===== src/rtl/alu_share_arbiter.sv =====
`default_nettype none
// ============================================================================
// Module      : alu_share_arbiter
// Description : Round-robin arbiter and sequencer that shares a single
//               combinational ALU among NUM_REQ requesters. One requester is
//               granted per cycle; its fields drive the ALU, and the ALU
//               result is captured into a one-entry response register that is
//               tagged with the requester index.
// Ports       : clk_i / rst_ni         - clock, asynchronous active-low reset
//               req_valid_i/req_ready_o - per-requester handshake (ready is
//                                        one-hot or zero)
//               req_operation_i        - packed 6-bit op codes, req i at [6i+:6]
//               req_operand_A_i/B_i    - packed operands, req i at [DW*i+:DW]
//               alu_operation_o/A_o/B_o- drive to the shared ALU
//               alu_result_i           - same-cycle result from the ALU
//               resp_valid_o/ready_i   - response handshake
//               resp_data_o/resp_id_o  - captured result and requester tag
// Revision    : 1.0 - initial release
// ============================================================================
module alu_share_arbiter #(
    parameter int DATA_WIDTH = 32,
    parameter int NUM_REQ    = 2,
    parameter int ID_WIDTH   = 3
) (
    input  logic                         clk_i,
    input  logic                         rst_ni,
    input  logic [NUM_REQ-1:0]           req_valid_i,
    output logic [NUM_REQ-1:0]           req_ready_o,
    input  logic [6*NUM_REQ-1:0]         req_operation_i,
    input  logic [DATA_WIDTH*NUM_REQ-1:0] req_operand_A_i,
    input  logic [DATA_WIDTH*NUM_REQ-1:0] req_operand_B_i,
    output logic [5:0]                   alu_operation_o,
    output logic [DATA_WIDTH-1:0]        alu_operand_A_o,
    output logic [DATA_WIDTH-1:0]        alu_operand_B_o,
    input  logic [DATA_WIDTH-1:0]        alu_result_i,
    output logic                         resp_valid_o,
    input  logic                         resp_ready_i,
    output logic [DATA_WIDTH-1:0]        resp_data_o,
    output logic [ID_WIDTH-1:0]          resp_id_o
);

    localparam int                VALID_PAD_W = 2 ** ID_WIDTH;
    localparam logic [ID_WIDTH:0] NUM_REQ_W   = (ID_WIDTH + 1)'(NUM_REQ);
    localparam logic [ID_WIDTH-1:0] LAST_IDX  = ID_WIDTH'(NUM_REQ - 1);

    // State
    logic [ID_WIDTH-1:0]   rr_ptr_q,     rr_ptr_d;
    logic                  resp_valid_q, resp_valid_d;
    logic [DATA_WIDTH-1:0] resp_data_q,  resp_data_d;
    logic [ID_WIDTH-1:0]   resp_id_q,    resp_id_d;

    // Grant datapath
    logic                   can_accept;
    logic                   grant_valid;
    logic [ID_WIDTH-1:0]    grant_idx;
    logic [ID_WIDTH:0]      idx_sum;
    logic [VALID_PAD_W-1:0] valid_pad;

    // Padding to the full tag range lets the scan index the vector with an
    // exact-width index; the padded bits are zero so they never win.
    assign valid_pad = VALID_PAD_W'(req_valid_i);

    // Holding reset also blocks acceptance so req_ready stays low in reset.
    assign can_accept = rst_ni && (!resp_valid_q || resp_ready_i);

    // Round-robin scan starting at rr_ptr_q, wrapping at NUM_REQ-1.
    // rr_ptr_q < NUM_REQ, so a single conditional subtract handles the wrap.
    always_comb begin
        grant_valid = 1'b0;
        grant_idx   = '0;
        idx_sum     = '0;
        if (can_accept) begin
            for (int k = 0; k < NUM_REQ; k++) begin
                idx_sum = {1'b0, rr_ptr_q} + (ID_WIDTH + 1)'(k);
                if (idx_sum >= NUM_REQ_W) begin
                    idx_sum = idx_sum - NUM_REQ_W;
                end
                // The range guard keeps out-of-range indices from ever being
                // granted even if the pointer were somehow corrupted.
                if (!grant_valid && (idx_sum < NUM_REQ_W) &&
                    valid_pad[idx_sum[ID_WIDTH-1:0]]) begin
                    grant_valid = 1'b1;
                    grant_idx   = idx_sum[ID_WIDTH-1:0];
                end
            end
        end
    end

    // One-hot ready and ALU operand mux. No grant drives zeros (ADD of 0s).
    always_comb begin
        req_ready_o     = '0;
        alu_operation_o = '0;
        alu_operand_A_o = '0;
        alu_operand_B_o = '0;
        for (int i = 0; i < NUM_REQ; i++) begin
            if (grant_valid && (grant_idx == ID_WIDTH'(i))) begin
                req_ready_o[i]  = 1'b1;
                alu_operation_o = req_operation_i[6*i +: 6];
                alu_operand_A_o = req_operand_A_i[DATA_WIDTH*i +: DATA_WIDTH];
                alu_operand_B_o = req_operand_B_i[DATA_WIDTH*i +: DATA_WIDTH];
            end
        end
    end

    // Next-state: a grant always implies the handshake fired, and it also
    // covers the drain-and-reload case because can_accept included resp_ready.
    always_comb begin
        rr_ptr_d     = rr_ptr_q;
        resp_valid_d = resp_valid_q;
        resp_data_d  = resp_data_q;
        resp_id_d    = resp_id_q;
        if (grant_valid) begin
            resp_data_d  = alu_result_i;
            resp_id_d    = grant_idx;
            resp_valid_d = 1'b1;
            rr_ptr_d     = (grant_idx == LAST_IDX) ? '0 : grant_idx + ID_WIDTH'(1);
        end else if (resp_valid_q && resp_ready_i) begin
            resp_valid_d = 1'b0;
        end
    end

    always_ff @(posedge clk_i or negedge rst_ni) begin
        if (!rst_ni) begin
            rr_ptr_q     <= '0;
            resp_valid_q <= 1'b0;
            resp_data_q  <= '0;
            resp_id_q    <= '0;
        end else begin
            rr_ptr_q     <= rr_ptr_d;
            resp_valid_q <= resp_valid_d;
            resp_data_q  <= resp_data_d;
            resp_id_q    <= resp_id_d;
        end
    end

    assign resp_valid_o = resp_valid_q;
    assign resp_data_o  = resp_data_q;
    assign resp_id_o    = resp_id_q;

endmodule
`default_nettype wire

===== config.mk =====
export PLATFORM = sky130hd
export DESIGN_NAME = alu_share_arbiter
export DESIGN_NICKNAME = d
export VERILOG_FILES = /design/src/rtl/alu_share_arbiter.sv
export SDC_FILE = /design/constraint.sdc
export NUM_CORES = 1
export LEC_CHECK = 0
export CORE_MARGIN = 10
export CORE_UTILIZATION = 48
export DETAILED_ROUTE_END_ITERATION = 8
export DONT_BUFFER_PORTS = 1
export PLACE_DENSITY = 0.65
export SLEW_MARGIN = 25
export SYNTH_ARGS = -nofsm -noshare
export SYNTH_HDL_FRONTEND = slang
export SYNTH_SLANG_ARGS = --single-unit

===== constraint.sdc =====
create_clock -name clk_i -period 2.85 [get_ports clk_i]
set_input_delay 0.1425 -clock clk_i [delete_from_list [all_inputs] [get_ports clk_i]]
set_output_delay 0.1425 -clock clk_i [all_outputs]
set_load 0.005 [all_outputs]

==> metrics, run 1 <==
Reg2Reg Depth 11; Slew Limit Fails 0; Top-Level Pins approximately 290; Worst-Skew Late Latency roughly 290 ps; final worst path period share 1.00; violated checks negative setup slack; Least-Margin Pin Slew between 800 and 900 ps; synthesized area between 4000 and 5000 sq um; Post-Synthesis Cells ~550; Initial DRC Count between 900 and 1000; fmax ~350 MHz; vias post-DR approximately 5300; CP max FO 31; vias per cell about 7.6; status complete, but fails checks; wirelength, routed 21.4 mm; # diodes 0; post-synthesis sequential area ratio 0.229; Overflow after GRT 0; post-synth cell types 31; I/O Buffers 0; Post-DP HPWL 11.8 mm; Yosys reg bits 39; most frequent cells in the layout a21oi_1 (71), a21o_1 (70), nand3_1 (65); maximum vdd drop around 0.54 mV; worst reg2reg setup slack 40 ps; crit path time final around 2900 ps; Worst R2R Start rr_ptr_q[1]; Yosys Warn Count 0; final setup margin -11.5 ps; Final Cell Area 6330 sq um; Setup Skew roughly 15 ps; Hold EP resp_data_o[10]; RR Endpoint resp_data_o[6]; Clock Sinks 39; die area between 10000 and 15000 sq um; core footprint a little under 9000 sq um; first-pass GRT wire length around 27 mm; Die Y approximately 110 um; Reg clk slew, reported paths around 70 ps; H-tree levels 2; data required time of the worst path about 2700 ps; clock tree buffer depth 2; synthesized area per cell about 8 sq um; initial core utilization 0.490; Synth-to-Final Area Change 48.8%; largest net degree at the start of global routing between 70 and 80; Crit Path Class reg -> out; P_leak roughly 2.4 nW; gr usage total 0.248; Final ANT Viol Nets 0; commonest non-fill, non-tap cell in the layout a21oi_1; total CTS buffers 5; TritonCTS clock tree built; share of layout cells above drive strength 1 0.346; Worst Hold Depth 1; gpl congestion ~0.84; Remaining DRCs 0; setup violators final 2; Worst EP arrival ~2700 ps; Synthesized Nets roughly 730; pwr/cell area ~1100 nW/um^2; worst hold start alu_result_i[10]; CP endpoint kind primary output; Routed wire per std cell slightly above 30 um; vias in the first global route about 4500; TritonRoute pass-1 iters 6; Worst setup SP type register; final hold violations 0; Die Width roughly 110 um; initial antenna violation count 0; clk root buf clkbuf_8; FP Rows 34; Hold Crit Class in -> reg; Yosys top cell area share 0.229; Placed Instance Area approximately 4400 sq um; Max-Cap Viols 0; Synth area leaders dfrtp_1 (23%), a211oi_1 (13%), a21o_1 (12%); Layout Nets 769; post-synth top area cell dfrtp_1; Final Power between 6 and 7 mW; slew margin rel. 0.435; RSZ-0062 raised after global routing true
[cell usage after synthesis]
library cell and instances:
nor2_1 3, a32o_1 1, clkbuf_1 41, a21oi_1 73
mux2_2 6, dfrtp_1 39, o21ai_0 3, nand2b_1 2
o211a_1 1, ha_1 7, buf_1 7, inv_1 6
nor2b_1 4, and2_1 1, nand3b_1 1, a21o_1 70
buf_2 16, a311oi_1 1, nand2_1 6, o21a_1 1
or4b_1 1, a211o_1 1, o22ai_1 2, a211oi_1 71
xnor2_1 2, a31oi_1 70, mux2_1 26, buf_6 11
buf_4 1, mux2i_1 1, nand3_1 72
[layout make-up]
class	count	area (sq um)
clock buffer	7	96.3
clock inverter	1	7.51
fill	655	2350
inverter	6	25.0
multi-input combinational	426	3570
sequential	39	980
tap	108	135
timing repair buffer	107	1520
[worst max path at each step]
stage	startpoint	end	slack (ps)
finish	rr_ptr_q[1]	alu_operand_A_o[25]	-10
global route	rr_ptr_q[1]	alu_operation_o[5]	-90
global placement	rr_ptr_q[1]	alu_operand_A_o[14]	220
CTS	rr_ptr_q[1]	alu_operand_A_o[30]	-10
detailed placement	rr_ptr_q[1]	alu_operand_A_o[14]	140
floorplan	rr_ptr_q[0]	alu_operand_A_o[30]	3
[metal layers]
metal	up-vias	part of all wire	routed length, um	track usage
met4	0	0.030	648	0.0409
li1	2216	-	-	-
met1	2513	0.32	6940	0.267
met5	-	0	0	0
met3	95	0.14	2930	0.0970
met2	447	0.51	10900	0.453
[critical path, stage by stage, from the launching register on]
cell and delay (ps):
dfrtp_2 490, inv_4 110, ha_4 130, or4b_4 480
buf_4 160, a211o_4 400, buf_4 170, clkbuf_16 190
a31oi_1 230, a211oi_2 70
[cell families after synthesis]
kind of cell | Yosys count | synth area share
AOI/OAI and AO/OA | 294 | 0.455
and+or+nand+nor | 90 | 0.107
buffers and inverters | 82 | 0.0973
DFF | 39 | 0.229
muxes | 33 | 0.0870
adders and majority gates | 7 | 0.0206
xor gates and xnor gates | 2 | 0.00412
[report_power, final]
part / leakage, nW / internal (mW) / switching, mW
clock network: 0.0505 / 0.220 / 0.190
registers: 0.462 / 0.812 / 0.254
logic: 1.87 / 2.56 / 2.92
[repair_timing]
| item | CTS | global route |
|---|---|---|
| hold buffers | 28 | 3 |
| pin swaps | 6 | 33 |
| gates cloned | 6 | 21 |
| resized for setup | 37 | 98 |
| hold endpoints to repair | 65 | 3 |
| setup endpoints to repair | 68 | 70 |
| buffers inserted | 4 | 20 |
[metrics by stage]
stage	setup slack [ps]	instances	TNS (ps)	utilization	hold WS, ps
after floorplan	3.25	547	0	-	-153
after global placement	221	607	0	0.502	-152
after detailed placement	144	607	0	0.502	-152
after CTS	-10.8	653	-10.8	0.592	0.162
after global routing	-87.5	694	-3320	0.729	0.437
final	-11.5	694	-12.4	0.729	6.45
[state kept, by name, summed over array words and instances (netlist names)]
signal and count:
resp_data_o 32, rr_ptr_q 3, resp_id_o 3, resp_valid_o 1
Note: power is estimated with default switching activity, not from simulation.
==> run 2, diff against run 1 <==
--- a/config.mk
+++ b/config.mk
@@ -9,7 +9,7 @@
 export CORE_UTILIZATION = 48
 export DETAILED_ROUTE_END_ITERATION = 8
 export DONT_BUFFER_PORTS = 1
-export PLACE_DENSITY = 0.65
+export PLACE_DENSITY = 0.66
 export SLEW_MARGIN = 25
 export SYNTH_ARGS = -nofsm -noshare
 export SYNTH_HDL_FRONTEND = slang
==> run 2 against run 1 <==
The run still ends with negative setup slack left; die area unchanged; first-iteration DRC count decreased by 12%; register-to-register slack gained 30 ps; sequential power barely moved; hold slack improved by 86 ps; combinational power decreased by 7.3%; clock-buffer cell count down 2; global-route usage shrank 0.17 points; worst setup slack got worse by 54 ps; non-clock buffer count is 7 higher; flip-flop and latch count did not move; highest routed layer unchanged.
==> metrics, run 2 (synthesis gave the netlist of run 1 again) <==
initial antenna violation count 0; initial core utilization 0.490; pwr/cell area between 1000 and 1500 nW/um^2; Layout Nets 777; gpl congestion roughly 0.8; H-tree levels 2; setup violators final 27; Setup Skew between 7 and 8 ps; clk root buf clkbuf_8; largest net degree at the start of global routing 85; crit path time final just under 3000 ps; P_leak between 2 and 2.5 nW; Worst-Skew Late Latency 290 ps; Overflow after GRT 0; Initial DRC Count between 800 and 900; CP endpoint alu_operand_A_o[10]; RSZ-0062 raised after global routing true; Max-Cap Viols 0; total CTS buffers 5; Remaining DRCs 0; Die Width 114 um; Synth-to-Final Area Change 44.5%; violated checks negative setup slack; first-pass GRT wire length 26.8 mm; CP max FO 7; commonest non-fill, non-tap cell in the layout a21oi_1; Slew Limit Fails 0; Die Y around 110 um; final setup margin -65.3 ps; gr usage total 0.247; Routed wire per std cell roughly 27 um; final hold slack approximately 90 ps; vias post-DR 5070; Reg2Reg Depth 10; Placed Instance Area about 4400 sq um; maximum vdd drop between 0.5 and 0.6 mV; final worst path period share 1.02; final hold violations 0; Least-Margin Pin Slew 1080 ps; multi-input logic area between 3000 and 4000 sq um; data required time of the worst path ~2700 ps; # diodes 0; wirelength, routed about 19 mm; core footprint between 8000 and 9000 sq um; Final Cell Area between 6000 and 7000 sq um; I/O Buffers 0; CP endpoint kind primary output; Worst Hold Depth 2; Reg clk slew, reported paths 80 ps; Post-DP HPWL approximately 12 mm; clock tree buffer depth 2; worst reg2reg setup slack ~70 ps; FP Rows 34; most frequent cells in the layout a21oi_1 (71), a21o_1 (70), nand3_1 (63); TritonRoute pass-1 iters 6; worst setup path start rr_ptr_q[1]; Hold Crit Class in -> reg; TritonCTS clock tree built; Largest register FFs 32; fmax 343 MHz; Filler Cell Count 634; status complete, but fails checks; Crit Path Class reg -> out; Worst EP arrival around 2800 ps; RR Endpoint resp_data_o[18]; Worst R2R Start rr_ptr_q[1]; slew margin rel. 0.274; share of layout cells above drive strength 1 0.322; worst hold start resp_ready_i; die area roughly 13000 sq um; Final ANT Viol Nets 0; vias per cell around 7.2; Worst setup SP type register; vias in the first global route 4671; Clock Sinks 39; Reg area between 900 and 1000 sq um; Top-Level Pins around 290
-- run 2: changes by cell type in the layout (fill, tap and decap cells not counted), sizes merged --
| cell | previous run | this run |
|---|---|---|
| buf | 60 | 71 |
| dlygate4sd3 | 30 | 33 |
| a32o | 1 | 2 |
| bufinv | 0 | 1 |
| inv | 6 | 7 |
| clkbuf | 24 | 14 |
| bufbuf | 0 | 1 |
-- run 2: critical path: stages (launching register included) --
cell and delay [ps]:
dfrtp_2 480, ha_4 200, xnor2_4 150, ha_4 270, inv_2 30, a311oi_2 300
a32o_4 270, buf_12 130, buf_8 130, a31oi_4 80, a211oi_2 220, buf_4 190
-- run 2: final cells by class --
| cell class | count | area share |
|---|---|---|
| clock buffer | 5 | 0.0112 |
| clock inverter | 3 | 0.00753 |
| inverter | 6 | 0.00366 |
| multi-input combinational | 427 | 0.562 |
| sequential | 39 | 0.159 |
| tap | 108 | 0.0220 |
| timing repair buffer | 114 | 0.234 |
-- run 2: routing by layer --
layer,vias up,global-route usage,wire (um)
met5,-,0,0
met2,382,0.430,9570
met1,2407,0.272,6660
met3,49,0.105,2560
li1,2232,-,-
met4,0,0.0518,455
-- run 2: how the worst min path moves through the flow --
stage / end / slack (ps)
after detailed placement: resp_data_o[9] / -150
after global placement: resp_data_o[8] / -150
final: resp_valid_o / 90
after CTS: resp_valid_o / 90
after floorplan: resp_data_o[0] / -150
after global routing: resp_valid_o / 120
-- run 2: stage by stage --
stage | TNS [ps] | power [mW] | worst slack [ps] | instances | util
floorplan | 0 | 3.61 | 3.25 | 547 | -
global placement | 0 | 4.28 | 139 | 615 | 0.508
detailed placement | 0 | 4.42 | 21.0 | 615 | 0.508
CTS | -3.81 | 5.64 | -3.81 | 673 | 0.626
global route | -6630 | 7.05 | -198 | 702 | 0.708
finish | -682 | 6.62 | -65.3 | 702 | 0.708
-- run 2: timing repair --
item | CTS | global route
gates cloned | 7 | 11
endpoints found under the setup margin | 64 | 71
hold buffers | 34 | 0
setup buffers | 9 | 18
pin swaps | 6 | 38
gates resized for setup | 59 | 65
hold endpoints to repair | 71 | 0
-- run 2: power breakdown --
group	leakage (nW)	internal (mW)	switching (mW)
Clock	0.0548	0.264	0.206
Sequential	0.462	0.812	0.252
Combinational	1.85	2.40	2.69
Total	2.37	3.47	3.14
==> run 3, diff against run 2 <==
--- a/config.mk
+++ b/config.mk
@@ -10,7 +10,7 @@
 export DETAILED_ROUTE_END_ITERATION = 8
 export DONT_BUFFER_PORTS = 1
 export PLACE_DENSITY = 0.66
-export SLEW_MARGIN = 25
+export REMOVE_ABC_BUFFERS = 1
 export SYNTH_ARGS = -nofsm -noshare
 export SYNTH_HDL_FRONTEND = slang
 export SYNTH_SLANG_ARGS = --single-unit
==> run 3 against run 2 <==
The run still ends with negative setup slack left; clock power grew 14%; core utilization increased by 2.8 points; sequential power about the same; hold slack lost 92 ps; flip-flop and latch count unchanged; via count up 5.8%; non-clock buffer count decreased by 1; clock-buffer cell count increased by 1; first-iteration DRC count is 20% higher; total power is 6.0% higher.
==> metrics, run 3 (synthesis gave the netlist of run 1 again) <==
status complete, but fails checks; violated checks negative setup slack; setup violators final 13; Die Width 114 um; FP Rows 34; vias in the first global route 4460; wirelength, routed around 21 mm; Post-DP HPWL ~12 mm; fmax approximately 350 MHz; Flop pwr share 0.152; Reg area between 900 and 1000 sq um; most frequent cells in the layout a21oi_1 (71), a21o_1 (70), nand3_1 (60); fin cells about 700; TritonRoute pass-1 iters 6; largest net degree at the start of global routing 87; core footprint between 8000 and 9000 sq um; Worst-Skew Late Latency approximately 290 ps; die area ~13000 sq um; # diodes 0; Inst Count DP roughly 600; clk root buf clkbuf_8; pwr/cell area about 1100 nW/um^2; Die Y about 110 um; data required time of the worst path approximately 2700 ps; CP endpoint kind primary output; Top-Level Pins ~290; gr usage total 0.243; Max-Cap Viols 0; vias post-DR 5366; Worst R2R Start rr_ptr_q[1]; clock tree buffer depth 2; Layout Nets 776; TritonCTS clock tree built; Crit Path Class reg -> out; RSZ-0062 raised after global routing true; Least-Margin Pin Slew about 1100 ps; Worst setup SP type register; Hold Crit Class in -> reg; total CTS buffers 5; Internal Pwr Total 3.69 mW; share of layout cells above drive strength 1 0.351; final hold violations 0; worst setup path start rr_ptr_q[1]; first-pass GRT wire length 26.3 mm; setup TNS -251 ps; P_leak between 2 and 2.5 nW; Initial DRC Count 970; maximum vdd drop 0.938 mV; Clock Power Share 0.076; Remaining DRCs 0; Slew Limit Fails 0; Filler Cell Count roughly 600; Clock Sinks 39; initial core utilization 0.490; Worst EP arrival roughly 2800 ps; final worst path period share 1.02; slew margin rel. 0.297; sw frac 0.474; Final ANT Viol Nets 0; CP max FO 8; H-tree levels 2; vias per cell around 7.7; Largest register FFs 32; Synth-to-Final Area Change 50.2%; initial antenna violation count 0; Reg clk slew, reported paths 70 ps; gpl congestion around 0.84; Routed wire per std cell about 30 um; worst hold start alu_result_i[6]; Comb power frac 0.772; Overflow after GRT 0; Setup Skew 4.53 ps; Sw Pwr 3.32 mW; crit path time final a little under 3000 ps; I/O Buffers 0; commonest non-fill, non-tap cell in the layout a21oi_1; multi-input logic area between 3000 and 4000 sq um; final setup margin -46.3 ps
==> run 3: cell types whose count changed in the layout (fill, tap and decap cells not counted), moves of 3 or more <==
cell | previous run | this run
a211oi_1 | 12 | 8
nand3_1 | 63 | 60
a31oi_4 | 2 | 5
a31oi_1 | 62 | 55
dlygate4sd3_1 | 33 | 29
buf_4 | 42 | 36
nand3_2 | 4 | 9
clkbuf_16 | 9 | 16
a31oi_2 | 6 | 10
==> run 3: worst max-delay path, stage by stage (launching register included) <==
cell and delay [ps]:
dfrtp_2 490, inv_4 110, ha_4 130, or4b_4 480, a211oi_4 280, buf_6 170, buf_12 140, buf_6 110
clkbuf_16 140, a21o_1 120, a31oi_1 60, a211oi_2 260
==> run 3: cell type report <==
| cell class | count | area share |
|---|---|---|
| multi-input combinational | 427 | 0.561 |
| timing repair buffer | 113 | 0.240 |
| tap | 108 | 0.0211 |
| clock buffer | 6 | 0.0114 |
| clock inverter | 2 | 0.00940 |
| sequential | 39 | 0.153 |
| inverter | 6 | 0.00391 |
==> run 3: power by group through the flow <==
stage / Sequential [mW] / Clock (mW) / Combinational [mW]
global route: 1.10 / 0.572 / 5.71
finish: 1.06 / 0.536 / 5.41
floorplan: 1.06 / 0 / 2.29
detailed placement: 1.05 / 0 / 3.33
global placement: 1.05 / 0 / 3.20
CTS: 1.06 / 0.542 / 3.90
==> run 3: what timing repair did <==
action / in CTS / in global routing
setup endpoints to repair: 70 / 72
gates cloned: 4 / 21
pin swaps: 4 / 39
setup buffers: 7 / 23
gates resized for setup: 48 / 97
hold buffers: 25 / 5
hold endpoints to repair: 63 / 5
==> run 3: through the flow <==
| stage | hold WS (ps) | area [sq um] | utilization | power [mW] | setup WS [ps] |
|---|---|---|---|---|---|
| after global routing | 3.49 | 6390 | 0.737 | 7.39 | -121 |
| after CTS | 0.437 | 5190 | 0.598 | 5.50 | -10.8 |
| final | 0.799 | 6390 | 0.737 | 7.01 | -46.3 |
| after floorplan | -153 | 3860 | - | 3.36 | -10180 |
| after global placement | -152 | 4390 | 0.505 | 4.25 | 128 |
| after detailed placement | -152 | 4390 | 0.505 | 4.38 | 39.4 |
==> run 3: path summary, 6_finish.rpt <==
kind                                           end  slack, ps  depth (start not counted)
min in group asynchronous          resp_data_o[19]        320                          2
worst max register to register     resp_data_o[12]         60                         12
worst max-delay path            alu_operand_A_o[4]        -50                         11
worst min register to register     resp_data_o[25]        540                          1
worst min-delay path                resp_data_o[6]        0.8                          1
max in group asynchronous              rr_ptr_q[2]       2320                          2
==> run 3: per-layer routing <==
metal  up-vias  share of wire  track usage
li1       2227              -            -
met2       533           0.47        0.403
met1      2494           0.34        0.272
met3       112           0.15        0.108
met4         0          0.050       0.0777
met5         -              0            0
